<file path="config.mk">
export PLATFORM = sky130hd
export DESIGN_NAME = matrix_packetizer
export DESIGN_NICKNAME = d
export VERILOG_FILES = /design/src/rtl/matrix_packet_pkg.sv /design/src/rtl/matrix_word_fifo.sv /design/src/rtl/matrix_packetizer.sv
export SDC_FILE = /design/constraint.sdc
export NUM_CORES = 1
export LEC_CHECK = 0
export CORE_UTILIZATION = 60
export DETAILED_ROUTE_END_ITERATION = 10
export PLACE_DENSITY = 0.82
export SYNTH_ARGS = -nofsm -noshare
export SYNTH_HDL_FRONTEND = slang
export SYNTH_HIERARCHICAL = 1
export SYNTH_SLANG_ARGS = --single-unit
</file>
<file path="constraint.sdc">
create_clock -name clk -period 7.55 [get_ports clk]
set_clock_uncertainty 0.2 [all_clocks]
set_input_delay 1.51 -clock clk [delete_from_list [all_inputs] [get_ports clk]]
set_output_delay 1.51 -clock clk [all_outputs]
set_load 0.1 [all_outputs]
</file>
<file path="src/rtl/matrix_packet_pkg.sv">
// Shared definitions for the matrix packetizer.
//   SYNC_BYTE    : sync constant placed in the top byte of every header.
//   Header entry : 24-bit queue entry {position[23:16], length[15:8], 7'b0, end[0]}.
//                  The emitted header word is {SYNC_BYTE, entry}.
//   state_e      : output FSM states.
package matrix_packet_pkg;

  localparam logic [7:0] SYNC_BYTE   = 8'hA5;
  localparam int         HQ_W        = 24;
  localparam int         HDR_POS_LSB = 16;
  localparam int         HDR_LEN_LSB = 8;
  localparam int         HDR_END_BIT = 0;

  typedef enum logic [1:0] {
    ST_IDLE     = 2'd0,
    ST_HEADER   = 2'd1,
    ST_PAYLOAD  = 2'd2,
    ST_CHECKSUM = 2'd3
  } state_e;

  function automatic logic [HQ_W-1:0] make_hdr(input logic [7:0] pos,
                                               input logic [7:0] len,
                                               input logic       last);
    logic [HQ_W-1:0] h;
    h                    = '0;
    h[HDR_POS_LSB +: 8]  = pos;
    h[HDR_LEN_LSB +: 8]  = len;
    h[HDR_END_BIT]       = last;
    return h;
  endfunction

  function automatic logic [7:0] hdr_len(input logic [HQ_W-1:0] h);
    return h[HDR_LEN_LSB +: 8];
  endfunction

endpackage

</file>
<file path="src/rtl/matrix_word_fifo.sv">
// Synchronous first-word-fall-through FIFO.
//   clk, resetn     : clock, asynchronous active-low reset (pointers only)
//   push, wr_data   : write request and data; accepted when not full, or
//                     when full and a pop happens in the same cycle
//   pop, rd_data    : read request; rd_data always shows the head entry
//   full, empty     : occupancy flags
module matrix_word_fifo #(
  parameter int WIDTH = 32,
  parameter int DEPTH = 16
) (
  input  logic             clk,
  input  logic             resetn,
  input  logic             push,
  input  logic [WIDTH-1:0] wr_data,
  input  logic             pop,
  output logic [WIDTH-1:0] rd_data,
  output logic             full,
  output logic             empty
);

  localparam int AW = $clog2(DEPTH);
  localparam logic [AW:0] PTR_ONE = 1;

  logic [WIDTH-1:0] mem [DEPTH];
  logic [AW:0]      wr_ptr;
  logic [AW:0]      rd_ptr;
  logic             do_push;
  logic             do_pop;

  always_comb begin
    empty   = (wr_ptr == rd_ptr);
    full    = (wr_ptr[AW] != rd_ptr[AW]) && (wr_ptr[AW-1:0] == rd_ptr[AW-1:0]);
    do_pop  = pop && !empty;
    do_push = push && (!full || do_pop);
    rd_data = mem[rd_ptr[AW-1:0]];
  end

  always_ff @(posedge clk or negedge resetn) begin
    if (!resetn) begin
      wr_ptr <= '0;
      rd_ptr <= '0;
    end else begin
      if (do_push) wr_ptr <= wr_ptr + PTR_ONE;
      if (do_pop)  rd_ptr <= rd_ptr + PTR_ONE;
    end
  end

  always_ff @(posedge clk) begin
    if (do_push) mem[wr_ptr[AW-1:0]] <= wr_data;
  end

endmodule

</file>
<file path="src/rtl/matrix_packetizer.sv">
// Matrix packetizer: collects CPU matrix words into rows and emits each row
// as a packet (header, payload words[, checksum]) on a valid/ready stream.
//   clk, resetn                      : clock, asynchronous active-low reset
//   in_matrix, in_matrix_en          : matrix word and its strobe
//   in_matrix_end_row, in_matrix_end : row / matrix close strobes
//   in_position, in_position_en      : destination position and load strobe
//   pkt_data, pkt_valid, pkt_last,
//   pkt_ready                        : registered packet stream
//   overflow                         : sticky drop flag (word or header)
//   busy                             : data held or packet in progress
// Build option: define MATRIX_PACKET_CHECKSUM_EN to append an XOR checksum
// beat (header ^ payload words) carrying pkt_last.
module matrix_packetizer
  import matrix_packet_pkg::*;
#(
  parameter int FIFO_DEPTH = 16,
  parameter int HDR_DEPTH  = FIFO_DEPTH
) (
  input  logic        clk,
  input  logic        resetn,
  input  logic [31:0] in_matrix,
  input  logic        in_matrix_en,
  input  logic        in_matrix_end_row,
  input  logic        in_matrix_end,
  input  logic [7:0]  in_position,
  input  logic        in_position_en,
  output logic [31:0] pkt_data,
  output logic        pkt_valid,
  output logic        pkt_last,
  input  logic        pkt_ready,
  output logic        overflow,
  output logic        busy
);

`ifdef MATRIX_PACKET_CHECKSUM_EN
  localparam logic CHK_EN = 1'b1;
`else
  localparam logic CHK_EN = 1'b0;
`endif

  state_e          state;
  logic [7:0]      position;
  logic [7:0]      row_len;
  logic [7:0]      cnt;
`ifdef MATRIX_PACKET_CHECKSUM_EN
  logic [31:0]     csum;
`endif

  logic            hs;
  logic            pf_pop, pf_full, pf_empty, word_acc;
  logic [31:0]     pf_rd;
  logic            hq_push, hq_pop, hq_full, hq_empty, commit;
  logic [HQ_W-1:0] hq_wr, hq_rd;
  logic [7:0]      commit_len;
  logic [7:0]      commit_pos;

  // A word strobed with a close strobe belongs to the row being closed, so
  // the committed length already counts it. A pop in the same cycle frees a
  // slot, letting a word into a full FIFO without loss.
  always_comb begin
    hs         = pkt_valid && pkt_ready;
    pf_pop     = hs && ((state == ST_HEADER) || (state == ST_PAYLOAD)) && (cnt != '0);
    word_acc   = in_matrix_en && (!pf_full || pf_pop);
    commit_len = row_len + {7'b0, word_acc};
    commit_pos = in_position_en ? in_position : position;
    commit     = in_matrix_end || (in_matrix_end_row && (commit_len != '0));
    hq_wr      = make_hdr(commit_pos, commit_len, in_matrix_end);
    hq_pop     = (state == ST_IDLE) && !hq_empty;
    hq_push    = commit && (!hq_full || hq_pop);
    busy       = !pf_empty || !hq_empty || (state != ST_IDLE);
  end

  matrix_word_fifo #(.WIDTH(32), .DEPTH(FIFO_DEPTH)) u_payload_fifo (
    .clk     (clk),
    .resetn  (resetn),
    .push    (word_acc),
    .wr_data (in_matrix),
    .pop     (pf_pop),
    .rd_data (pf_rd),
    .full    (pf_full),
    .empty   (pf_empty)
  );

  matrix_word_fifo #(.WIDTH(HQ_W), .DEPTH(HDR_DEPTH)) u_header_queue (
    .clk     (clk),
    .resetn  (resetn),
    .push    (hq_push),
    .wr_data (hq_wr),
    .pop     (hq_pop),
    .rd_data (hq_rd),
    .full    (hq_full),
    .empty   (hq_empty)
  );

  always_ff @(posedge clk or negedge resetn) begin
    if (!resetn) begin
      position <= '0;
      row_len  <= '0;
      overflow <= 1'b0;
    end else begin
      if (in_position_en) position <= in_position;
      if (commit)         row_len  <= '0;
      else if (word_acc)  row_len  <= commit_len;
      if ((in_matrix_en && !word_acc) || (commit && !hq_push)) overflow <= 1'b1;
    end
  end

  // cnt holds the payload words still to be loaded into the output register;
  // HEADER and PAYLOAD share the load path.
  always_ff @(posedge clk or negedge resetn) begin
    if (!resetn) begin
      state     <= ST_IDLE;
      cnt       <= '0;
      pkt_data  <= '0;
      pkt_valid <= 1'b0;
      pkt_last  <= 1'b0;
`ifdef MATRIX_PACKET_CHECKSUM_EN
      csum      <= '0;
`endif
    end else begin
      case (state)
        ST_IDLE: begin
          if (!hq_empty) begin
            pkt_data  <= {SYNC_BYTE, hq_rd};
            pkt_valid <= 1'b1;
            pkt_last  <= (hdr_len(hq_rd) == '0) && !CHK_EN;
            cnt       <= hdr_len(hq_rd);
            state     <= ST_HEADER;
`ifdef MATRIX_PACKET_CHECKSUM_EN
            csum      <= {SYNC_BYTE, hq_rd};
`endif
          end
        end
        ST_HEADER, ST_PAYLOAD: begin
          if (hs) begin
            if (cnt != '0) begin
              pkt_data <= pf_rd;
              pkt_last <= (cnt == 8'd1) && !CHK_EN;
              cnt      <= cnt - 8'd1;
              state    <= ST_PAYLOAD;
`ifdef MATRIX_PACKET_CHECKSUM_EN
              csum     <= csum ^ pf_rd;
`endif
            end else begin
`ifdef MATRIX_PACKET_CHECKSUM_EN
              pkt_data <= csum;
              pkt_last <= 1'b1;
              state    <= ST_CHECKSUM;
`else
              pkt_valid <= 1'b0;
              pkt_last  <= 1'b0;
              state     <= ST_IDLE;
`endif
            end
          end
        end
`ifdef MATRIX_PACKET_CHECKSUM_EN
        ST_CHECKSUM: begin
          if (hs) begin
            pkt_valid <= 1'b0;
            pkt_last  <= 1'b0;
            state     <= ST_IDLE;
          end
        end
`endif
        default: begin
          pkt_valid <= 1'b0;
          pkt_last  <= 1'b0;
          state     <= ST_IDLE;
        end
      endcase
    end
  end

endmodule

</file>
### Word-level counts from Yosys, hierarchy flattened

Memories as Yosys holds them, arrays and structs flattened.
Index checks and enable logic that the tools add are counted.
W data, S select, Z words.

| storage, ports and cells | value |
|---|---|
| output and inout bits | 36 |
| input port bits | 47 |
| RAM bits | 784 |
| word-level logic and storage cells | 101 |
| memories | 2 |
| register bits | 81 |

| operators by class | value |
|---|---|
| muxes and demuxes | 27 |
| equality and inequality tests | 13 |
| add/sub/neg operators | 6 |
| reduce and logical (&&, ||, !) cells | 41 |

Memory list:

| memory | words | width | rd ports | clocked after Yosys merged registers in | wr ports | RTL line | source |
|---|---|---|---|---|---|---|---|
| u_payload_fifo.mem | 16 | 32 | 1 | 0 | 1 | matrix_word_fifo.sv:24 | `logic [WIDTH-1:0] mem [DEPTH];` |
| u_header_queue.mem | 16 | 17 | 1 | 0 | 1 | matrix_word_fifo.sv:24 |  |

Operators with widths:

| operator | number |
|---|---|
| $mux W32 | 3 |
| $pmux W32 S2 | 1 |
| $mux W8 | 6 |
| $add A5 B1 Y5 const B | 4 |
| $pmux W8 S2 | 1 |
| $reduce_bool A8 Y1 | 2 |
| $logic_and A1 B1 Y1 | 15 |
| $eq A5 B5 Y1 | 2 |
| $mux W1 | 10 |
| $logic_or A1 B1 Y1 | 9 |
| $add A8 B1 Y8 | 1 |
| $eq A4 B4 Y1 | 2 |
| $eq A8 B1 Y1 const B | 1 |
| $logic_not A8 Y1 | 1 |
| $ne A2 B2 Y1 const B | 4 |
| $sub A8 B1 Y8 const B | 1 |
| $logic_not A1 Y1 | 6 |
| $mux W2 | 3 |
| $reduce_bool A2 Y1 | 3 |
| $pmux W1 S2 | 2 |
| $pmux W2 S2 | 1 |
| $reduce_and A4 Y1 | 1 |
| $reduce_and A3 Y1 | 1 |
| $eq A2 B1 Y1 const B | 1 |
| other kinds (5) | 6 |

### Depth between registers and ports, before layout

Gate-level depths: netlist of the first run.

| depth | value |
|---|---|
| depth in word-level cells | 14 |
| depth in mapped cells | 18 |
| depth with buffers taken out | 15 |

### Hierarchy

The synthesis of the first run kept the hierarchy.

By module, submodules not included:

| module | sequential area each (sq um) | times used | cells each | area an instance (sq um) |
|---|---|---|---|---|
| matrix_word_fifo at u_payload_fifo | 15625.0 | 1 | 855 | 19821.5 |
| matrix_word_fifo at u_header_queue | 11781.3 | 1 | 659 | 15180.8 |
| matrix_packetizer | 1526.5 | 1 | 337 | 3326.9 |

### Worst setup path after synthesis of the first run

Ideal clock, no wire load.

| timing | value |
|---|---|
| path kind | input port to flip-flop |
| from | in in_matrix_en |
| to | mem u_header_queue/mem[11][0] (netlist bit) (enable) |
| slack | 1.168 ns |
| path buffers | 1 |
| cell stages on the path | 12 |
| data required time | 6.910 ns |
| setup time | 0.440 ns |
| data arrival time | 5.742 ns |
| path through | nand4_1 > a22oi_2 > ha_1 > ha_1 > buf_2 > nor2_1 > a21oi_1 > o31ai_1 > a31oi_4 > a21boi_0 > o311ai_4 > nor3b_1 |

| between the ends | value |
|---|---|
| word-level cells in the longest chain between the ends | 9 |

RTL lines:

| item | RTL line | source |
|---|---|---|
| from (decl) | matrix_packetizer.sv:22 | `input logic in_matrix_en,` |
| $logic_and A1 B1 Y1 | matrix_packetizer.sv:63 | `word_acc = in_matrix_en && (!pf_full \|\| pf_pop);` |
| named net word_acc | matrix_packetizer.sv:50 | `logic pf_pop, pf_full, pf_empty, word_acc;` |
| $add A8 B1 Y8 | matrix_packetizer.sv:64 | `commit_len = row_len + {7'b0, word_acc};` |
| $reduce_bool A8 Y1 | matrix_packetizer.sv:66 | `commit = in_matrix_end \|\| (in_matrix_end_row && (commit_len != '0));` |
| $logic_and A1 B1 Y1 | matrix_packetizer.sv:66 |  |
| $logic_or A1 B1 Y1 | matrix_packetizer.sv:66 |  |
| $logic_and A1 B1 Y1 | matrix_packetizer.sv:69 | `hq_push = commit && (!hq_full \|\| hq_pop);` |
| named net hq_push | matrix_packetizer.sv:52 | `logic hq_push, hq_pop, hq_full, hq_empty, commit;` |
| $logic_and A1 B1 Y1 | matrix_word_fifo.sv:34 | `do_push = push && (!full \|\| do_pop);` |
| $mux W1 | matrix_word_fifo.sv:49 | `if (do_push) mem[wr_ptr[AW-1:0]] <= wr_data;` |
| $mux W1 (implied by the code) | matrix_word_fifo.sv:49 |  |
| to (decl) | matrix_word_fifo.sv:24 |  |

The timed path passes the listed nets, and every way through them passes these cells.

### Final worst setup path of the first run

| timing | value |
|---|---|
| from | reg u_payload_fifo.rd_ptr[0] |
| to | mem u_header_queue/mem[12][16] (netlist bit) (enable) |

| between the ends | value |
|---|---|
| word-level cells in the longest chain between the ends | 13 |

RTL lines:

| item | RTL line | source |
|---|---|---|
| from (decl) | matrix_word_fifo.sv:26 | `logic [AW:0] rd_ptr;` |
| from (signal assigned) | matrix_word_fifo.sv:44 | `if (do_pop) rd_ptr <= rd_ptr + PTR_ONE;` |
| $eq A4 B4 Y1 | matrix_word_fifo.sv:32 | `full = (wr_ptr[AW] != rd_ptr[AW]) && (wr_ptr[AW-1:0] == rd_ptr[AW-1:0]);` |
| $logic_and A1 B1 Y1 | matrix_word_fifo.sv:32 |  |
| named net pf_full | matrix_packetizer.sv:50 |  |
| $logic_not A1 Y1 | matrix_packetizer.sv:63 |  |
| $logic_or A1 B1 Y1 | matrix_packetizer.sv:63 |  |
| $logic_and A1 B1 Y1 | matrix_packetizer.sv:63 |  |
| named net word_acc | matrix_packetizer.sv:50 |  |
| $add A8 B1 Y8 | matrix_packetizer.sv:64 |  |
| named net commit_len[1] | matrix_packetizer.sv:54 | `logic [7:0] commit_len;` |
| $reduce_bool A8 Y1 | matrix_packetizer.sv:66 |  |
| $logic_and A1 B1 Y1 | matrix_packetizer.sv:66 |  |
| $logic_or A1 B1 Y1 | matrix_packetizer.sv:66 |  |
| $logic_and A1 B1 Y1 | matrix_packetizer.sv:69 |  |
| named net hq_push | matrix_packetizer.sv:52 |  |
| $logic_and A1 B1 Y1 | matrix_word_fifo.sv:34 |  |
| $mux W1 | matrix_word_fifo.sv:49 |  |
| $mux W1 (implied by the code) | matrix_word_fifo.sv:49 |  |

The timed path passes the listed nets, and every way through them passes these cells.

==> results of run 1 <==
==> where the power goes <==
group	internal (mW)	switching [mW]
Clock	2.60	2.00
Sequential	6.73	0.533
Combinational	2.15	3.84
Total	11.5	6.37
==> cells in the mapped netlist (3+ instances only) <==
master    number  area [um2]
edfxtp_1     896       26900
mux4_2       224        5040
nand2_1      112         420
a22oi_1       94         706
dfrtp_1       81        2030
clkbuf_1      44         165
buf_2         30         150
nor2_1        29         109
mux2i_1       28         280
o21ai_0       27         135
and3_1        26         163
xnor2_1       26         228
a22oi_2       19         238
buf_6         18         203
ha_1          16         200
a21oi_1       15        75.1
nand3_1       15        75.1
inv_1         14        52.6
nor2b_1       12        75.1
buf_4         11        82.6
xor2_1        10        87.6
nand4_1        9        56.3
o21ai_2        9        78.8
mux2_2         8        90.1
and2_1         6        37.5
nor3_1         6        30.0
o22a_1         4        35.0
o22ai_1        4        25.0
a31oi_1        3        18.8
buf_1          3        11.3
nor3b_1        3        22.5
nor4_1         3        18.8
==> kinds of logic (layout without fill, tap and decap cells) <==
group,after synthesis,after routing,synth area share (%)
AOI/OAI and AO/OA,196,196,4.08
xor gates and xnor gates,38,38,0.907
adders and majority gates,16,16,0.522
DFF,977,977,75.5
and+or+nand+nor,237,237,3.00
other,1,113,0.00978
buffers and inverters,124,310,1.81
muxes,262,262,14.2
==> state kept, by name (all words and copies together), names as in the netlist <==
signal	cells
u_payload_fifo/wr_ptr	5
u_payload_fifo/mem	512
position	8
pkt_data	32
pkt_valid	1
pkt_last	1
u_payload_fifo/rd_ptr	5
row_len	8
u_header_queue/mem	384
u_header_queue/wr_ptr	5
cnt	8
u_header_queue/rd_ptr	5
state	2
overflow	1
==> per-stage QoR <==
stage | std cells | instance area [um2] | total power, mW | setup WS [ns]
after floorplan | 1962 | 38700 | 11.4 | 1.17
after global placement | 2822 | 40400 | 13.0 | 1.32
after detailed placement | 2822 | 40400 | 13.2 | 1.16
after CTS | 2994 | 43400 | 17.9 | 1.51
after global routing | 2995 | 43400 | 18.4 | 1.12
final | 2995 | 43400 | 17.9 | 1.47
==> placed cells by master (no fill, tap or decap), types with 6 or more instances in the layout <==
| master | instances |
|---|---|
| clkinv_2 | 21 |
| buf_4 | 42 |
| mux4_2 | 224 |
| a21oi_1 | 15 |
| mux2i_1 | 28 |
| dfrtp_1 | 77 |
| nor2_1 | 25 |
| nand3_1 | 15 |
| nor2b_1 | 6 |
| a22oi_1 | 94 |
| clkbuf_16 | 92 |
| conb_1 | 112 |
| clkinv_1 | 17 |
| mux2_2 | 8 |
| ha_1 | 15 |
| clkdlybuf4s50_1 | 81 |
| xnor2_1 | 24 |
| nand2_1 | 112 |
| bufinv_16 | 8 |
| a22oi_2 | 19 |
| edfxtp_1 | 896 |
| nand4_1 | 9 |
| clkbuf_8 | 6 |
| o21ai_0 | 27 |
| o21ai_2 | 9 |
| and3_2 | 12 |
| inv_1 | 14 |
| xor2_1 | 10 |
| clkbuf_1 | 17 |
| and3_1 | 14 |
| and2_1 | 6 |
==> path summary, 6_finish.rpt <==
check                                                  end                startpoint  depth (start not counted)
worst max-delay path            u_header_queue/mem[12][16]  u_payload_fifo/rd_ptr[0]                         13
worst min-delay path                           pkt_data[7]               pkt_data[7]                          2
worst max register to register  u_header_queue/mem[12][16]  u_payload_fifo/rd_ptr[0]                         13
worst min register to register                 pkt_data[7]               pkt_data[7]                          2
max in group asynchronous         u_payload_fifo/rd_ptr[1]                    resetn                          2
min in group asynchronous                      position[2]                    resetn                          1
==> final cells by class <==
cell class,count,area (um2),area share [%]
Tap cell,846,1060,2.44
Clock buffer,115,2450,5.64
Inverter,15,56.3,0.130
Antenna cell,1,2.50,0.00576
Timing Repair Buffer,123,1130,2.59
Multi-Input combinational cell,861,9230,21.2
Sequential cell,977,28900,66.7
Clock inverter,57,563,1.30
==> metal layers <==
layer	up-vias	wire length, um	global-route usage, %
met1	10000	32000	37.4
met3	241	8280	5.77
met4	2	4000	12.7
met5	-	13	0
met2	1253	45700	47.5
li1	7944	-	-
==> worst max-delay path, delay by kind of cell (launching register included) <==
family | cells | cell delay, ns
simple gates | 5 | 1.93
flops | 1 | 0.82
buf+inv | 1 | 0.22
xor+xnor | 1 | 0.19
fa+ha+maj | 2 | 0.94
compound gates | 4 | 1.35
==> results.json, run 1 <==
{
  "status": "finished clean",
  "yosys_warnings": 6,
  "cts.path.max_buffers": 3,
  "end_kind": "register",
  "die_y_um": 255,
  "min_period_over_period_pct": 80.6,
  "cts_tree": "built",
  "crit_chain": "xnor2_1 -> nand4_1 -> nor2_1 -> nor4bb_1 -> a22oi_2 -> buf_4 -> ha_1 -> ha_1 -> nor3_1 -> a31oi_4 -> a21boi_0 -> o31a_4 -> and3_1",
  "finalSetupTns_ns": 0,
  "dpl.hpwl_mm": 50.6,
  "max_slew_margin_pct": 19.9,
  "cap_violations": 0,
  "utilization_pct": 68.8,
  "finalSetupViolations": 0,
  "num_io_pins": 83,
  "critPathSlowestCell": "and3_1",
  "area_delta_synth_final_pct": 13.3,
  "wl_per_cell_um": 30.1,
  "die_w_um": 255,
  "overflow": 0,
  "routed_wl_mm": 90.0,
  "layout_min_cycle_time_ns": 6.08,
  "regToRegSetupSlack_ns": 1.47,
  "synth_edf_count": 896,
  "htreeDepth": 3,
  "crit_type": "register to register",
  "hold_violations": 0,
  "die-area_um2": 64900,
  "critPathMaxStageDelay_ns": 0.98,
  "grt_pass1_vias": 20000,
  "synth_seq_cells": 977,
  "num_rows": 92,
  "grt_start_max_net_pins": 70,
  "synthFlopType": "edfxtp_1",
  "hp-class": "register to register",
  "grt_pass1_wl_mm": 131,
  "start_kind": "register",
  "hold_slack_ns": 0.276,
  "arrival_ns": 6.13,
  "powerDensity_nw_per_um2": 411,
  "start_util_pct": 60.8,
  "cts_root_buf": "clkbuf_16",
  "seq_area_frac_synth_pct": 75.5,
  "postCtsHoldBufs": 0,
  "fmax_ghz": 0.164,
  "p_leak_nw": 14.5,
  "crit_fanout": 31,
  "cp_common_cell": "ha_1",
  "clock_sinks": 977,
  "synthArstFlopShare_pct": 8.29,
  "firstDrtPassIters": 6,
  "drive_above_1_share_pct": 22.7,
  "postCtsSetupBuffers": 0,
  "cp.required_ns": 7.60,
  "num_vias": 19500,
  "grt_antenna_before_repair": 2,
  "gp_congestion": 0.897,
  "drv_slew": 0,
  "postCtsResizedCells": 0,
  "fillers": 3753,
  "path_clk_slew_ns": 0.06,
  "coreArea_um2": 63100,
  "drc_errors": 0,
  "grtUsageTotal_pct": 28.7,
  "avgSynthCellArea_um2": 20.7,
  "vias_per_cell": 6.50,
  "clk_latency_ns": 0.66,
  "numCtsBuffers": 92,
  "portBuffers": 82,
  "worst_slew_pin_slew_ns": 1.20,
  "rsz0062_at_grt": "false",
  "ir_drop_v": 0.000277,
  "drtIter0Drc": 2503,
  "finish.net_count": 2133,
  "syn_inst": 1851,
  "netlist_area_um2": 38300,
  "antenna_left": 0,
  "ys_types": 68
}
Note: power is estimated with default switching activity, not from simulation.
==> run 2: changes to the inputs <==
--- a/config.mk
+++ b/config.mk
@@ -5,9 +5,9 @@
 export SDC_FILE = /design/constraint.sdc
 export NUM_CORES = 1
 export LEC_CHECK = 0
-export CORE_UTILIZATION = 60
+export CORE_UTILIZATION = 56
 export DETAILED_ROUTE_END_ITERATION = 10
-export PLACE_DENSITY = 0.82
+export PLACE_DENSITY = 0.81
 export SYNTH_ARGS = -nofsm -noshare
 export SYNTH_HDL_FRONTEND = slang
 export SYNTH_HIERARCHICAL = 1
==> constraint.sdc (replaced) <==
create_clock -name clk -period 5.5 [get_ports clk]
set_clock_uncertainty 0.2 [all_clocks]
set_input_delay 1.1 -clock clk [delete_from_list [all_inputs] [get_ports clk]]
set_output_delay 1.1 -clock clk [all_outputs]
set_load 0.1 [all_outputs]
==> run 2 against run 1 <==
  * Maximum frequency rose by 16%
  * Critical path depth grew 3
  * Flip-flop and latch count unchanged
  * Worst hold slack improved by 0.0066 ns
  * Cell area up 0.40%
  * Non-clock buffer count grew 13
  * Sequential share of layout area decreased by 0.27 points
  * Count of clock-buffer cells in the layout is 3 higher
  * Utilization decreased by 4.2 points
  * Clock power rose by 33%
  * Highest routed layer unchanged
==> results.json, run 2 (synthesized netlist as in run 1, its figures left out) <==
{
  "status": "finished clean",
  "r2r-end": "u_header_queue/mem[0][3]",
  "finish.net_count": 2147,
  "cap_violations": 0,
  "coreArea_um2": 67400,
  "clk_latency_ns": 0.65,
  "critPathSlowestCell": "and3_1",
  "numCtsBuffers": 93,
  "most-common-layout-cells": "edfxtp_1 (896), mux4_2 (224), nand2_1 (112), conb_1 (112)",
  "antenna_left": 0,
  "num_rows": 95,
  "pwr-share-comb_pct": 34.8,
  "rsz0062_at_grt": "false",
  "worst_slew_pin_slew_ns": 1.19,
  "fillers": 4164,
  "dpl.hpwl_mm": 49.9,
  "share_seq_of_total_power_pct": 40.0,
  "critPathMaxStageDelay_ns": 0.98,
  "max_slew_margin_pct": 20.7,
  "fmax_ghz": 0.191,
  "portBuffers": 82,
  "min_to": "pkt_data[24]",
  "vias_per_cell": 6.36,
  "overflow": 0,
  "drv_slew": 0,
  "grt_antenna_before_repair": 4,
  "pre_cts_ws_ns": 0.107,
  "start_util_pct": 56.9,
  "r2r_cells": 16,
  "swShare_pct": 35.5,
  "powerDensity_nw_per_um2": 559,
  "cp.required_ns": 5.56,
  "area_delta_synth_final_pct": 13.8,
  "start_kind": "register",
  "htreeDepth": 3,
  "drive_above_1_share_pct": 23.5,
  "regToRegSetupSlack_ns": 0.26,
  "hold_start": "pkt_data[24]",
  "wl_per_cell_um": 29.1,
  "postCtsSetupBuffers": 0,
  "cts_root_buf": "clkbuf_16",
  "grtUsageTotal_pct": 25.9,
  "switchingPower_mw": 8.66,
  "hold_violations": 0,
  "firstDrtPassIters": 5,
  "layout_commonest_cell": "edfxtp_1",
  "die_y_um": 264,
  "finalSetupViolations": 0,
  "path_clk_slew_ns": 0.06,
  "p_clk_share_pct": 25.2,
  "min_period_over_period_pct": 95.2,
  "finalSetupTns_ns": 0,
  "largest_reg_flops": 512,
  "worst_slack_ns": 0.263,
  "die_w_um": 264,
  "reg2reg_from": "u_payload_fifo/wr_ptr[3]",
  "die-area_um2": 69500,
  "p_leak_nw": 14.6,
  "crit_chain": "xnor2_1 -> nand4_1 -> nor2_1 -> buf_4 -> nor4bb_1 -> a22oi_2 -> ha_1 -> ha_1 -> and4_1 -> nand3_1 -> o31ai_1 -> a31oi_4 -> a21boi_0 -> buf_4 -> o31a_4 -> and3_1",
  "grt_start_max_net_pins": 73,
  "arrival_ns": 5.29,
  "end_kind": "register",
  "routed_wl_mm": 88.4,
  "num_vias": 19300,
  "hp-class": "register to register",
  "cts_tree": "built",
  "crit_fanout": 24,
  "ir_drop_v": 0.000350,
  "cts.path.max_buffers": 3,
  "drtIter0Drc": 2487,
  "num_io_pins": 83,
  "grt_pass1_wl_mm": 130,
  "clock_sinks": 977,
  "internal_power_mw": 15.7,
  "grt_pass1_vias": 20000,
  "min_delay_path_depth": 2,
  "drc_errors": 0,
  "gp_congestion": 0.884,
  "crit_type": "register to register",
  "layout_min_cycle_time_ns": 5.24
}
[run 2: power groups by stage]
stage	logic [mW]	clock network (mW)	registers, mW
finish	8.49	6.14	9.74
floorplan	5.18	0	10.4
CTS	8.42	6.22	9.75
detailed placement	8.32	0	9.88
global route	8.91	6.49	9.82
global placement	8.15	0	9.80
[run 2: area by class of cell]
class | count | area (um2) | share of cell area [%]
clock buffer | 118 | 2490 | 5.72
multi-input combinational | 861 | 9250 | 21.2
sequential | 977 | 28900 | 66.4
tap | 873 | 1090 | 2.51
clock inverter | 55 | 430 | 0.987
inverter | 15 | 56.3 | 0.129
antenna | 1 | 2.50 | 0.00574
timing repair buffer | 136 | 1340 | 3.06
[run 2: routing by layer]
metal | vias up | GRT usage [%] | part of all wire (%)
met1 | 9986 | 33.8 | 36
met5 | - | 0 | 0.051
met4 | 6 | 11.3 | 4.2
met3 | 213 | 6.68 | 10
met2 | 1120 | 41.6 | 49
li1 | 7970 | - | -
[run 2: worst max-delay path by stage]
stage / slack (ns) / endpoint / start
after detailed placement: 0.11 / u_header_queue/mem[4][5] / pkt_ready
after floorplan: 0.27 / u_header_queue/mem[7][0] / in_matrix_en
final: 0.26 / u_header_queue/mem[0][3] / u_payload_fifo/wr_ptr[3]
after global routing: 0.02 / u_header_queue/mem[0][20] / u_payload_fifo/wr_ptr[2]
after CTS: 0.21 / u_header_queue/mem[5][6] / u_payload_fifo/wr_ptr[3]
after global placement: 0.15 / u_header_queue/mem[8][1] / in_matrix_en
[run 2: metrics by stage]
| stage | total power [mW] | std cells | cell area, um2 | utilization [%] | hold slack [ns] |
|---|---|---|---|---|---|
| final | 24.4 | 3036 | 43600 | 64.7 | 0.283 |
| after global routing | 25.2 | 3036 | 43600 | 64.7 | 0.293 |
| after detailed placement | 18.2 | 2862 | 40700 | 60.3 | 0.270 |
| after CTS | 24.4 | 3035 | 43600 | 64.7 | 0.283 |
| after floorplan | 15.6 | 1962 | 38800 | - | 0.262 |
| after global placement | 17.9 | 2862 | 40700 | 60.3 | 0.264 |
[run 2: worst max-delay path: cells and delay by family, from the launching register on]
kind / cells / cell delay, ns
adders and majority gates: 2 / 0.57
AOI/OAI and AO/OA: 5 / 0.89
DFF: 1 / 0.50
buffers and inverters: 2 / 0.34
and+or+nand+nor: 6 / 2.07
xor gates and xnor gates: 1 / 0.27
[run 2: what timing repair did]
action / CTS / global route
setup endpoints to repair: 0 / 286
resized for setup: 0 / 12
hold buffers: 0 / 0
==> run 3: changes to the inputs <==
--- a/config.mk
+++ b/config.mk
@@ -12,3 +12,4 @@
 export SYNTH_HDL_FRONTEND = slang
 export SYNTH_HIERARCHICAL = 1
 export SYNTH_SLANG_ARGS = --single-unit
+export TNS_END_PERCENT = 30
==> run 3 against run 2 <==
  * Cell area up 0.12%
  * Critical path depth down 1
  * Global-route usage rose by 0.59 points
  * Via count grew 1.2%
  * Largest cell class unchanged
  * Total power grew 0.56%
  * Maximum frequency rose by 0.92%
  * Routed wire length is 1.9% higher
  * Cell count grew 0.26%
  * Critical endpoint is now u_header_queue/mem[13][23]
  * Worst hold slack lost 0.0053 ns
  * Count of clock-buffer cells in the layout increased by 7
  * First-iteration DRC count is 8.8% lower
  * Non-clock buffer count grew 12
==> results.json, run 3 (synthesized netlist as in run 1, its figures left out) <==
{
  "status": "finished clean",
  "power_mw": 24.5,
  "setup.worst_path.start": "u_payload_fifo/wr_ptr[2]",
  "p_clk_share_pct": 25.8,
  "fillers": 4181,
  "grtUsageTotal_pct": 26.5,
  "postCtsSetupBuffers": 0,
  "powerDensity_nw_per_um2": 562,
  "start_kind": "register",
  "grt_antenna_before_repair": 2,
  "overflow": 0,
  "antenna_left": 0,
  "worst_slack_ns": 0.310,
  "switchingPower_mw": 8.63,
  "path_clk_slew_ns": 0.06,
  "coreArea_um2": 67400,
  "regToRegSetupSlack_ns": 0.31,
  "cp.required_ns": 5.56,
  "cap_violations": 0,
  "cts_tree": "built",
  "cts.path.max_buffers": 3,
  "crit_type": "register to register",
  "clock_sinks": 977,
  "fmax_ghz": 0.193,
  "layout_min_cycle_time_ns": 5.19,
  "postCtsResizedCells": 0,
  "die-area_um2": 69500,
  "ff_latch_area_um2": 28900,
  "grt_pass1_wl_mm": 133,
  "crit_end": "u_header_queue/mem[13][23]",
  "firstDrtPassIters": 5,
  "p_leak_nw": 14.7,
  "area_delta_synth_final_pct": 13.9,
  "gp_congestion": 0.879,
  "crit_chain": "xnor2_1 -> nand4_1 -> nor2_1 -> nor4bb_1 -> a22oi_2 -> ha_1 -> ha_1 -> and4_1 -> nand3_1 -> o31ai_1 -> a31oi_4 -> a21boi_0 -> buf_4 -> o31a_4 -> and3_1",
  "hold_violations": 0,
  "cts_root_buf": "clkbuf_16",
  "pre_cts_ws_ns": 0.214,
  "worst_slew_pin_slew_ns": 1.34,
  "grt_start_max_net_pins": 89,
  "reg2reg_from": "u_payload_fifo/wr_ptr[2]",
  "crit_fanout": 24,
  "most-common-layout-cells": "edfxtp_1 (896), mux4_2 (224), nand2_1 (112), conb_1 (112)",
  "r2r-end": "u_header_queue/mem[13][23]",
  "grt_pass1_vias": 20200,
  "finish.net_count": 2158,
  "hold_start": "pkt_data[26]",
  "drive_above_1_share_pct": 23.2,
  "num_rows": 95,
  "drc_errors": 0,
  "internal_power_mw": 15.9,
  "layout_commonest_cell": "edfxtp_1",
  "end_kind": "register",
  "die_y_um": 264,
  "num_vias": 19500,
  "multi_input_area_um2": 9210,
  "portBuffers": 82,
  "ir_drop_v": 0.000417,
  "swShare_pct": 35.2,
  "vias_per_cell": 6.42,
  "pwr-share-comb_pct": 34.0,
  "critPathSlowestCell": "and3_1",
  "die_w_um": 264,
  "drv_slew": 0,
  "finalSetupViolations": 0,
  "share_seq_of_total_power_pct": 40.2,
  "wl_per_cell_um": 29.6,
  "min_period_over_period_pct": 94.4,
  "max_slew_margin_pct": 10.9,
  "largest_reg_flops": 512,
  "postCtsHoldBufs": 0,
  "clk_latency_ns": 0.66,
  "start_util_pct": 56.9,
  "numCtsBuffers": 92,
  "cp_common_cell": "ha_1",
  "r2r_cells": 15,
  "critPathMaxStageDelay_ns": 1.06,
  "routed_wl_mm": 90.1,
  "rsz0062_at_grt": "false",
  "drtIter0Drc": 2269,
  "hp-class": "register to register",
  "arrival_ns": 5.24,
  "num_io_pins": 83,
  "dpl.hpwl_mm": 51.4,
  "htreeDepth": 3
}
[run 3: worst max-delay path, delay by kind of cell, from the launching register on]
family	cells	cell delay (ns)
buffers and inverters	1	0.17
adders and majority gates	2	0.59
DFF	1	0.58
and+or+nand+nor	6	2.23
AOI/OAI and AO/OA	5	0.83
xor gates and xnor gates	1	0.18
[run 3: final cells by class]
| type | count | area share (%) |
|---|---|---|
| sequential | 977 | 66.3 |
| inverter | 15 | 0.129 |
| multi-input combinational | 861 | 21.1 |
| tap | 873 | 2.50 |
| antenna | 1 | 0.00573 |
| clock inverter | 44 | 1.02 |
| clock buffer | 125 | 5.84 |
| timing repair buffer | 148 | 3.09 |
[run 3: through the flow]
step / instance area [um2] / setup TNS (ns) / utilization, % / instances / hold slack (ns)
detailed placement: 40700 / 0 / 60.3 / 2874 / 0.271
floorplan: 38800 / -7.66 / - / 1962 / 0.262
global route: 43700 / 0 / 64.8 / 3043 / 0.312
global placement: 40700 / 0 / 60.3 / 2874 / 0.273
finish: 43700 / 0 / 64.8 / 3044 / 0.277
CTS: 43700 / 0 / 64.8 / 3043 / 0.284
[run 3: worst min path at each step]
stage / to / depth (start not counted)
final: pkt_data[26] / 2
after floorplan: u_header_queue/wr_ptr[4] / 1
after detailed placement: pkt_data[26] / 2
after global placement: pkt_data[2] / 2
after global routing: pkt_data[25] / 2
after CTS: pkt_data[26] / 2
[run 3: power by group through the flow]
stage | clock [mW] | combinational, mW | sequential [mW]
after floorplan | 0 | 5.17 | 10.4
after global placement | 0 | 8.01 | 9.88
after detailed placement | 0 | 8.19 | 9.96
after CTS | 6.39 | 8.32 | 9.85
after global routing | 6.67 | 8.73 | 9.93
final | 6.32 | 8.34 | 9.85
[run 3: metal layers]
| metal | global-route usage, % | part of all wire, % | wire [um] | vias up |
|---|---|---|---|---|
| met3 | 5.65 | 8.9 | 8040 | 179 |
| met1 | 33.8 | 36 | 32400 | 10200 |
| met5 | 0 | 0.033 | 30 | - |
| met2 | 45.1 | 52 | 46600 | 1125 |
| met4 | 9.70 | 3.5 | 3110 | 4 |
| li1 | - | - | - | 7994 |
